`src/rtl/digit_serial_adder.sv`:
```
// Multi-cycle digit-serial adder/subtractor with start/busy/done handshake.
// Define DSA_SATURATE_EN to saturate the sum on signed overflow.
module digit_serial_adder #(
    parameter int WIDTH = 16,
    parameter int DIGIT = 4
) (
    input  logic             clk,
    input  logic             rst,
    input  logic             start,
    input  logic             sub,
    input  logic [WIDTH-1:0] a,
    input  logic [WIDTH-1:0] b,
    output logic             busy,
    output logic             done,
    output logic [WIDTH-1:0] sum,
    output logic             cout,
    output logic             overflow
);

    localparam int N  = WIDTH / DIGIT;
    localparam int CW = (N > 1) ? $clog2(N) : 1;
    localparam logic [CW-1:0] LAST = CW'(N - 1);

    typedef enum logic [1:0] {
        IDLE,
        RUN,
        DONE
    } state_t;

    state_t state, state_nx;

    logic [WIDTH-1:0]       a_sr, b_sr;
    logic                   carry;
    logic [CW-1:0]          cnt;
    logic [DIGIT-1:0]       da, db, ds;
    logic                   dc, cmsb, ovf;
    logic [WIDTH+DIGIT-1:0] cat;
    logic [WIDTH-1:0]       sum_nx, sat;
    logic                   accept, step, last;

    // Digit adder; on the last digit its top bit is the operand MSB.
    always_comb begin
        da     = a_sr[DIGIT-1:0];
        db     = b_sr[DIGIT-1:0];
        {dc, ds} = {1'b0, da} + {1'b0, db} + {{DIGIT{1'b0}}, carry};
        cmsb   = da[DIGIT-1] ^ db[DIGIT-1] ^ ds[DIGIT-1];
        ovf    = cmsb ^ dc;
        cat    = {ds, sum} >> DIGIT;
        sum_nx = cat[WIDTH-1:0];
        sat    = {da[DIGIT-1], {(WIDTH-1){~da[DIGIT-1]}}};
        last   = (cnt == LAST);
    end

    always_ff @(posedge clk or posedge rst) begin
        if (rst)
            state <= IDLE;
        else
            state <= state_nx;
    end

    always_comb begin
        state_nx = state;
        busy     = 1'b0;
        done     = 1'b0;
        accept   = 1'b0;
        step     = 1'b0;
        unique case (state)
            IDLE: begin
                if (start) begin
                    accept   = 1'b1;
                    state_nx = RUN;
                end
            end
            RUN: begin
                busy = 1'b1;
                step = 1'b1;
                if (last)
                    state_nx = DONE;
            end
            DONE: begin
                done = 1'b1;
                if (start) begin
                    accept   = 1'b1;
                    state_nx = RUN;
                end else begin
                    state_nx = IDLE;
                end
            end
            default: state_nx = IDLE;
        endcase
    end

    always_ff @(posedge clk or posedge rst) begin
        if (rst) begin
            a_sr     <= '0;
            b_sr     <= '0;
            carry    <= 1'b0;
            cnt      <= '0;
            sum      <= '0;
            cout     <= 1'b0;
            overflow <= 1'b0;
        end else if (accept) begin
            a_sr     <= a;
            b_sr     <= sub ? ~b : b;
            carry    <= sub;
            cnt      <= '0;
            sum      <= '0;
            cout     <= 1'b0;
            overflow <= 1'b0;
        end else if (step) begin
            a_sr  <= a_sr >> DIGIT;
            b_sr  <= b_sr >> DIGIT;
            carry <= dc;
            cnt   <= cnt + 1'b1;
            sum   <= sum_nx;
            if (last) begin
                cout     <= dc;
                overflow <= ovf;
`ifdef DSA_SATURATE_EN
                if (ovf)
                    sum <= sat;
`else
                if (1'b0)
                    sum <= sat;
`endif
            end
        end
    end

endmodule

```
`config.mk`:
```
export PLATFORM = sky130hd
export DESIGN_NAME = digit_serial_adder
export DESIGN_NICKNAME = d
export VERILOG_FILES = /design/src/rtl/digit_serial_adder.sv
export SDC_FILE = /design/constraint.sdc
export NUM_CORES = 1
export LEC_CHECK = 0
export CORE_ASPECT_RATIO = 1.25
export CORE_MARGIN = 1
export CORE_UTILIZATION = 54
export CTS_BUF_LIST = sky130_fd_sc_hd__clkbuf_16
export DETAILED_ROUTE_END_ITERATION = 10
export PLACE_DENSITY = 0.95
export SLEW_MARGIN = 15
export SYNTH_ARGS = -nofsm -noshare
export SYNTH_HDL_FRONTEND = slang
export SYNTH_SLANG_ARGS = --single-unit
```
`constraint.sdc`:
```
create_clock -name clk -period 3.89 [get_ports clk]
set_clock_uncertainty 0.1 [all_clocks]
set_input_delay 0.389 -clock clk [delete_from_list [all_inputs] [get_ports clk]]
set_output_delay 0.389 -clock clk [all_outputs]
set_load 0.005 [all_outputs]
```
==> flow_summary.toml, run 1 <==
[job]
maxCapViolCount = 0

[status]
status = "completed"

[routing]
antenna_violating_nets_post_route = 0
post_route_wl_mm = 4.95
met2RoutedLength_mm = 2.64
drtIter0Drc = 156
detailroute.via_count = 1841
m1WireLength_mm = 2.05
detailedRoute.firstPassIterationCount = 4
detail_route.drc_violations = 0
route.met3.wl_um = 184
detail_route.wl_per_cell_um = 14.6
highest-signal-layer = "met4"
drt-vias-per-instance = 5.43

[timing]
final_hold_viol_count = 0
f_max_mhz = 370
fin_hold_ws_ps = 380
setup-violations-final = 0
fraction_of_the_cycle_the_final_worst_path_needs_pct = 69.5
final-max-slew-violation-count = 0
slew_headroom_pct = 36.9
setup-tns-final_ps = 0
setup_repair_after_global_routing_missed_its_margin = "false"
finalWorstSetupSlack_ps = 1190
final_period_minus_worst_setup_slack_ps = 2700
worst_slew_pin_slew_ps = 947

[floorplan]
core_region_area_um2 = 4430
initial_utilization_pct = 56.3
die-height_um = 78.0
fp.dieArea_um2 = 4900
chipWidth_um = 62.8
ios = 56
fp-row-count = 27

[clock_tree]
count_of_hold_buffers_inserted_by_post_cts_repair = 0
cts.root.buffer_cell = "sky130_fd_sc_hd__clkbuf_16"
path_clk_slew_ps = 70
clock_sink_count = 55
clock_latency_late_sink_ps = 290
clockBufferDepth = 2
postCtsResizedCells = 0
cts_inserted_buffers = 5
number_of_levels_the_h_tree_was_split_into = 2
post_cts_buffers = 0
tritoncts = "yes"

[worst_setup_path]
worst-r2r-setup-slack_ps = 1440
worst_setup_path_end_kind = "output pin"
reg2reg_from = "state[0]"
ff2ff_path_depth = 5
crit_required_ps = 3400
worst_setup_path_start_kind = "flop"
setup.worst_path.class = "flop to output pin"
critical_path.endpoint = "busy"
worst-path-max-fanout = 43
reg2reg_to = "carry"
crit_path_start = "state[1]"
worst_ep_arrival_ps = 2210

[worst_hold_path]
worst_hold_path_type = "flop to flop"
hold_path_depth = 2

[placement]
dpl_worst_slack_ps = 1500
postPlaceCellArea_um2 = 3000
hpwlAfterDp_mm = 3.10
post-place-cells = 331
port_buffers = 55
gp_congestion = 0.753

[finish]
finish.cell_count_without_fillers = 339
layout.nets = 322
final_cell_mix = "sky130_fd_sc_hd__nand2_1, sky130_fd_sc_hd__dfrtp_1, sky130_fd_sc_hd__clkdlybuf4s50_1, sky130_fd_sc_hd__a22o_1"
antenna-diode-count = 0
drive_gt1_share_pct = 4.63
finalInstanceArea_um2 = 3200
final_util_pct = 72.3
mostFrequentLayoutCell = "sky130_fd_sc_hd__nand2_1"
area_growth_syn_to_layout_pct = 28.2

[yosys]
post_synthesis_cell_type_count = 26
synth-edff-count = 0
syn-mean-instance-area_um2 = 10.7
yosysWarnings = 0
ys_seq_elements = 55
synth.net_count = 276
syn_inst = 234
synth_seq_area_share_pct = 55.2
postSynth.asyncResetShare_pct = 100
synth_flop_cell = "sky130_fd_sc_hd__dfrtp_1"
mappedNetlistArea_um2 = 2490

[power_and_ir_drop]
switching_power_mw = 0.938
p_int_mw = 1.71
swShare_pct = 35.5
power.combinational.fraction_pct = 40.9
ir_worst_vdd_v = 0.000417
static-leakage-power_nw = 1.44
pwr-share-seq_pct = 37.7
power_density_nw_per_um2 = 827
power_frac_clock_pct = 21.4
total_power_mw = 2.64

[grt]
global_route.overflow_total = 0
number_of_antenna_violations_at_the_first_check_in_global_routing = 0
grt_pass1_wl_mm = 8.64
grt_start_max_net_pins = 56
via_count_of_the_first_global_routing_pass = 1830
grt_util_all_layers_pct = 23.2
worst min path at each step:
stage / start / slack [ps] / endpoint
global placement: a_sr[10] / 360 / a_sr[10]
floorplan: a_sr[4] / 350 / a_sr[4]
global route: a_sr[10] / 400 / a_sr[10]
finish: a_sr[5] / 380 / a_sr[5]
detailed placement: a_sr[10] / 360 / a_sr[10]
CTS: a_sr[10] / 380 / a_sr[10]
cell usage after synthesis (3+ instances only):
library cell               instances  share of area, %
sky130_fd_sc_hd__buf_2             6               1.2
sky130_fd_sc_hd__ha_1              4               2.0
sky130_fd_sc_hd__a22o_1           19               6.7
sky130_fd_sc_hd__buf_6             5               2.3
sky130_fd_sc_hd__a31oi_1          12               3.0
sky130_fd_sc_hd__nand2_1          56               8.4
sky130_fd_sc_hd__o21ai_0           9               1.8
sky130_fd_sc_hd__nor2_1           12               1.8
sky130_fd_sc_hd__xnor2_1           6               2.1
sky130_fd_sc_hd__a22oi_1          13               3.9
sky130_fd_sc_hd__xor2_1           13               4.6
sky130_fd_sc_hd__clkbuf_1          3              0.45
sky130_fd_sc_hd__dfrtp_1          55                55
sky130_fd_sc_hd__buf_4             3              0.90
state kept, by name (all words and copies together), names as in the netlist:
signal,count
b_sr,16
sum,16
cout,1
state,2
a_sr,16
carry,1
overflow,1
cnt,2
layout make-up:
| cell class | instances | area, µm² |
|---|---|---|
| multi-input combinational | 159 | 983 |
| clock buffer | 5 | 125 |
| sequential | 55 | 1380 |
| clock inverter | 3 | 67.6 |
| tap | 58 | 72.6 |
| fill | 315 | 1230 |
| timing repair buffer | 56 | 558 |
| inverter | 3 | 15.0 |
cells by family (layout without fill, tap and decap cells):
family | after synthesis | in the layout | synth area share [%]
AOI/OAI and AO/OA | 60 | 60 | 17.3
xor gates and xnor gates | 19 | 19 | 6.67
adders and majority gates | 6 | 6 | 3.61
buffers and inverters | 20 | 67 | 5.37
DFF | 55 | 55 | 55.2
and+or+nand+nor | 74 | 74 | 11.9
power groups by stage:
stage | logic, mW | clock network [mW] | registers, mW
finish | 1.08 | 0.566 | 0.997
global placement | 1.00 | 0 | 0.985
global route | 1.20 | 0.600 | 1.03
floorplan | 0.800 | 0 | 0.965
CTS | 1.09 | 0.573 | 0.997
detailed placement | 1.06 | 0 | 0.998
routing by layer:
metal  up-vias  GRT usage (%)
li1        890              -
met3         7           5.00
met4         0           9.53
met1       884           30.2
met5         -              0
met2        60           37.6
critical path, cell delays in order, from the launching register on:
cell and delay, ps:
sky130_fd_sc_hd__dfrtp_1 370, sky130_fd_sc_hd__nand2b_1 440, sky130_fd_sc_hd__inv_4 510, sky130_fd_sc_hd__clkdlybuf4s50_1 590
Note: power is estimated with default switching activity, not from simulation.
==> inputs of run 2 (changes only) <==
- CORE_UTILIZATION: 54 -> 45
- PLACE_DENSITY: 0.95 -> 0.86
- clock period: 3.89 -> 2.3 ns (I/O delays scaled with it)
==> run 2 against run 1 <==
Clock power up 24%. Critical path type is now flop to flop. Flip-flop and latch count did not move. Via count increased by 1.6%. Non-clock buffer count up 6. Critical path depth rose by 3. Register-to-register slack worse by 1300 ps. Global-route usage down 4.2 points. Cell area barely moved. Sequential share of layout area about the same.
==> flow_summary.toml, run 2 (synthesis results as in run 1) <==
[worst_hold_path]
worst_hold_path_type = "input pin to async pin"

[routing]
highest-signal-layer = "met4"
route.met3.wl_um = 248
drtIter0Drc = 145
detail_route.wl_per_cell_um = 13.8
m1WireLength_mm = 2.10
detailroute.via_count = 1870
antenna_violating_nets_post_route = 0
met2RoutedLength_mm = 2.40
detail_route.drc_violations = 0
post_route_wl_mm = 4.82
drt-vias-per-instance = 5.37
detailedRoute.firstPassIterationCount = 4

[power_and_ir_drop]
power_density_nw_per_um2 = 1320
static-leakage-power_nw = 1.45
ir_worst_vdd_v = 0.000535

[worst_setup_path]
ff2ff_path_depth = 6
reg2reg_from = "a_sr[0]"
crit_required_ps = 2370
worst_setup_path_start_kind = "flop"
worst_setup_path_end_kind = "flop"
reg2reg_to = "overflow"
worst-r2r-setup-slack_ps = 170
worst_ep_arrival_ps = 2200
setup.worst_path.class = "flop to flop"
worst-path-max-fanout = 3
crit_path_start = "a_sr[0]"

[clock_tree]
cts_inserted_buffers = 5
postCtsResizedCells = 0
tritoncts = "yes"
post_cts_buffers = 0
count_of_hold_buffers_inserted_by_post_cts_repair = 0
path_clk_slew_ps = 60
number_of_levels_the_h_tree_was_split_into = 2
clock_sink_count = 55
clock_latency_late_sink_ps = 290
clockBufferDepth = 2
cts.root.buffer_cell = "sky130_fd_sc_hd__clkbuf_16"

[timing]
setup-violations-final = 0
final_period_minus_worst_setup_slack_ps = 2130
f_max_mhz = 470
setup_repair_after_global_routing_missed_its_margin = "false"
worst_slew_pin_slew_ps = 862
slew_headroom_pct = 42.4
final_hold_viol_count = 0
setup-tns-final_ps = 0
final-max-slew-violation-count = 0
fraction_of_the_cycle_the_final_worst_path_needs_pct = 92.5

[finish]
area_growth_syn_to_layout_pct = 28.3
filler_cell_count = 439
layout.nets = 328
final_cell_mix = "sky130_fd_sc_hd__nand2_1, sky130_fd_sc_hd__dfrtp_1, sky130_fd_sc_hd__clkdlybuf4s50_1, sky130_fd_sc_hd__a22o_1"
mostFrequentLayoutCell = "sky130_fd_sc_hd__nand2_1"
largestRegisters = "a_sr (16), b_sr (16), sum (16)"
antenna-diode-count = 0
drive_gt1_share_pct = 5.94
final_util_pct = 61.7

[floorplan]
chipWidth_um = 68.6
fp-row-count = 29
fp.dieArea_um2 = 5840
core_region_area_um2 = 5190
initial_utilization_pct = 48.1
die-height_um = 85.2
ios = 56

[grt]
number_of_antenna_violations_at_the_first_check_in_global_routing = 0
grt_util_all_layers_pct = 19.0
grt_start_max_net_pins = 56
via_count_of_the_first_global_routing_pass = 1860
grt_pass1_wl_mm = 8.33
global_route.overflow_total = 0

[placement]
port_buffers = 55
hpwlAfterDp_mm = 3.26
gp_congestion = 0.772

[status]
status = "completed"

[job]
maxCapViolCount = 0
run 2: changes by cell type in the layout (fill, tap and decap cells not counted), sizes merged:
cell / previous run / this run
inv: 2 / 3
buf: 1 / 7
bufinv: 2 / 0
clkinvlp: 1 / 0
clkinv: 1 / 2
run 2: worst max path at each step:
| stage | end | slack [ps] | cells past startpoint |
|---|---|---|---|
| 3_3_place_gp | overflow | 280 | 6 |
| 5_1_grt | overflow | 90 | 6 |
| 3_5_place_dp | overflow | 210 | 6 |
| 6_report | overflow | 170 | 6 |
| 4_1_cts | overflow | 190 | 6 |
| 2_1_floorplan | overflow | 320 | 6 |
run 2: cell type report:
class / instances / area (µm²) / share of cell area (%)
multi-input combinational: 159 / 983 / 30.7
clock buffer: 5 / 125 / 3.91
clock inverter: 2 / 8.76 / 0.274
inverter: 3 / 13.8 / 0.430
sequential: 55 / 1380 / 43.0
tap: 62 / 77.6 / 2.42
timing repair buffer: 62 / 616 / 19.2
run 2: where the power goes:
part,internal (mW),leakage (nW),total (mW),switching (mW)
combinational,0.903,0.690,1.85,0.947
clock,0.392,0.0671,0.704,0.312
sequential,1.40,0.696,1.67,0.274
run 2: worst max-delay path, stage by stage, from the launching register on:
cell and delay [ps]:
sky130_fd_sc_hd__dfrtp_1 400, sky130_fd_sc_hd__fa_1 470, sky130_fd_sc_hd__fa_1 430, sky130_fd_sc_hd__a21o_1 190, sky130_fd_sc_hd__a21oi_2 200, sky130_fd_sc_hd__xnor2_1 140, sky130_fd_sc_hd__o21ai_1 80
run 2: through the flow:
step	cells	setup slack [ps]	power, mW	cell area (µm²)	hold slack [ps]
5_1_grt	348	92.1	4.59	3200	257
4_1_cts	348	187	4.26	3200	230
3_5_place_dp	341	214	3.53	3070	365
6_report	348	173	4.23	3200	208
3_3_place_gp	341	282	3.44	3070	358
2_1_floorplan	234	320	2.98	2490	270
run 2: layer usage:
metal | up-vias | GRT usage, %
li1 | 900 | -
met1 | 909 | 24.4
met2 | 54 | 31.2
met5 | - | 0
met4 | 0 | 6.82
met3 | 7 | 3.90
==> inputs of run 3 (changes only) <==
- CORE_ASPECT_RATIO: 1.25 -> 1.1
==> run 3 against run 2 <==
Die area barely moved. Cell area is 0.63% higher. Critical path depth stayed put. Utilization down 1.6 points. Via count up 1.1%. Maximum frequency rose by 1.9%. Total power down 0.48%. Clock power about the same. Cell count is 4.0% higher. Sequential share of layout area is 0.27 points lower. Critical endpoint unchanged. Largest cell class unchanged.
==> flow_summary.toml, run 3 (synthesis results as in run 1) <==
[placement]
postPlaceCellArea_um2 = 3080
port_buffers = 55
dpl_worst_slack_ps = 219
hpwlAfterDp_mm = 3.21
gp_congestion = 0.792

[worst_setup_path]
worst_ep_arrival_ps = 2160
worst-path-max-fanout = 3
reg2reg_from = "a_sr[0]"
reg2reg_to = "overflow"
worst_setup_path_start_kind = "flop"
crit_required_ps = 2380
worst_setup_path_end_kind = "flop"
cpMostUsedCell = "sky130_fd_sc_hd__fa_1"
path_cells = "fa_1 -> fa_1 -> a21o_1 -> a21oi_2 -> xnor2_1 -> o21ai_1"
worst_path_max_delay_cell = "sky130_fd_sc_hd__fa_1"
ff2ff_path_depth = 6
setup.worst_path.class = "flop to flop"
worst-r2r-setup-slack_ps = 210
worst_path_largest_cell_delay_ps = 460

[clock_tree]
clock_sink_count = 55
cts_inserted_buffers = 5
post_cts_buffers = 0
tritoncts = "yes"
cts.root.buffer_cell = "sky130_fd_sc_hd__clkbuf_16"
clock_latency_late_sink_ps = 290
clockBufferDepth = 2
number_of_levels_the_h_tree_was_split_into = 2
path_clk_slew_ps = 70
count_of_hold_buffers_inserted_by_post_cts_repair = 0
postCtsResizedCells = 0

[finish]
drive_gt1_share_pct = 5.92
largestRegisters = "a_sr (16), b_sr (16), sum (16)"
multi_input_combinational_cell_area_um2 = 983
antenna-diode-count = 0
final_util_pct = 60.1
final_cell_mix = "sky130_fd_sc_hd__nand2_1, sky130_fd_sc_hd__dfrtp_1, sky130_fd_sc_hd__clkdlybuf4s50_1, sky130_fd_sc_hd__a22o_1"
mostFrequentLayoutCell = "sky130_fd_sc_hd__nand2_1"
area_growth_syn_to_layout_pct = 29.2
filler_cell_count = 457
finalInstanceArea_um2 = 3220
layout.nets = 328
ff_latch_area_um2 = 1380

[floorplan]
ios = 56
die-height_um = 80.1
initial_utilization_pct = 46.5
chipWidth_um = 73.0
fp-row-count = 28
core_region_area_um2 = 5360
fp.dieArea_um2 = 5840

[routing]
drtIter0Drc = 121
antenna_violating_nets_post_route = 0
detail_route.drc_violations = 0
detail_route.wl_per_cell_um = 13.0
detailedRoute.firstPassIterationCount = 4
drt-vias-per-instance = 5.22
post_route_wl_mm = 4.72
detailroute.via_count = 1890

[timing]
final_hold_viol_count = 0
setup-violations-final = 0
final-max-slew-violation-count = 0
fraction_of_the_cycle_the_final_worst_path_needs_pct = 90.8
final_period_minus_worst_setup_slack_ps = 2090
f_max_mhz = 479
finalWorstSetupSlack_ps = 212
setup_repair_after_global_routing_missed_its_margin = "false"
slew_headroom_pct = 41.3
setup-tns-final_ps = 0
worst_slew_pin_slew_ps = 878

[power_and_ir_drop]
ir_worst_vdd_v = 0.000715
power_density_nw_per_um2 = 1310
total_power_mw = 4.21
static-leakage-power_nw = 1.46

[job]
maxCapViolCount = 0

[grt]
grt_pass1_wl_mm = 8.30
global_route.overflow_total = 0
grt_util_all_layers_pct = 18.4
number_of_antenna_violations_at_the_first_check_in_global_routing = 0
grt_start_max_net_pins = 56
via_count_of_the_first_global_routing_pass = 1840

[status]
status = "completed"

[worst_hold_path]
worst_hold_path_type = "input pin to async pin"
run 3: cell count changes in the layout (fill, tap and decap cells not counted):
cell,before,now
sky130_fd_sc_hd__inv_1,1,3
sky130_fd_sc_hd__clkinv_1,1,0
run 3: worst max path at each step:
stage,end,start,slack [ps],cells after the start
finish,overflow,a_sr[0],210,6
global route,overflow,a_sr[0],90,6
CTS,overflow,a_sr[0],210,6
detailed placement,overflow,a_sr[0],220,6
global placement,overflow,a_sr[0],280,6
floorplan,overflow,a_sr[0],320,6
run 3: stage by stage:
step,hold slack [ps],std cells
6_report,208,362
2_1_floorplan,270,234
5_1_grt,246,362
3_3_place_gp,360,354
3_5_place_dp,363,354
4_1_cts,228,362
run 3: area by class of cell:
type	count	area share, %
well taps	75	2.91
inverters	3	0.427
flip-flops and latches	55	42.7
clock inverters	3	0.389
clock buffers	5	3.89
repair buffers	62	19.1
multi-input cells	159	30.5
run 3: power breakdown:
part	switching (mW)	internal, mW	total (mW)
logic	0.934	0.896	1.83
clock network	0.314	0.394	0.707
registers	0.270	1.40	1.67
run 3: layer usage:
| layer | up-vias | global-route usage [%] | share of wire, % |
|---|---|---|---|
| met5 | - | 0 | 0 |
| met4 | 0 | 4.71 | 0.34 |
| met3 | 2 | 5.14 | 3.8 |
| met2 | 48 | 29.8 | 49 |
| met1 | 930 | 24.4 | 47 |
| li1 | 910 | - | - |
run 3: critical path: cells and delay by family, from the launching register on:
kind            cells  cell delay [ps]
fa+ha+maj           2              880
compound gates      3              450
xor+xnor            1              150
flops               1              400
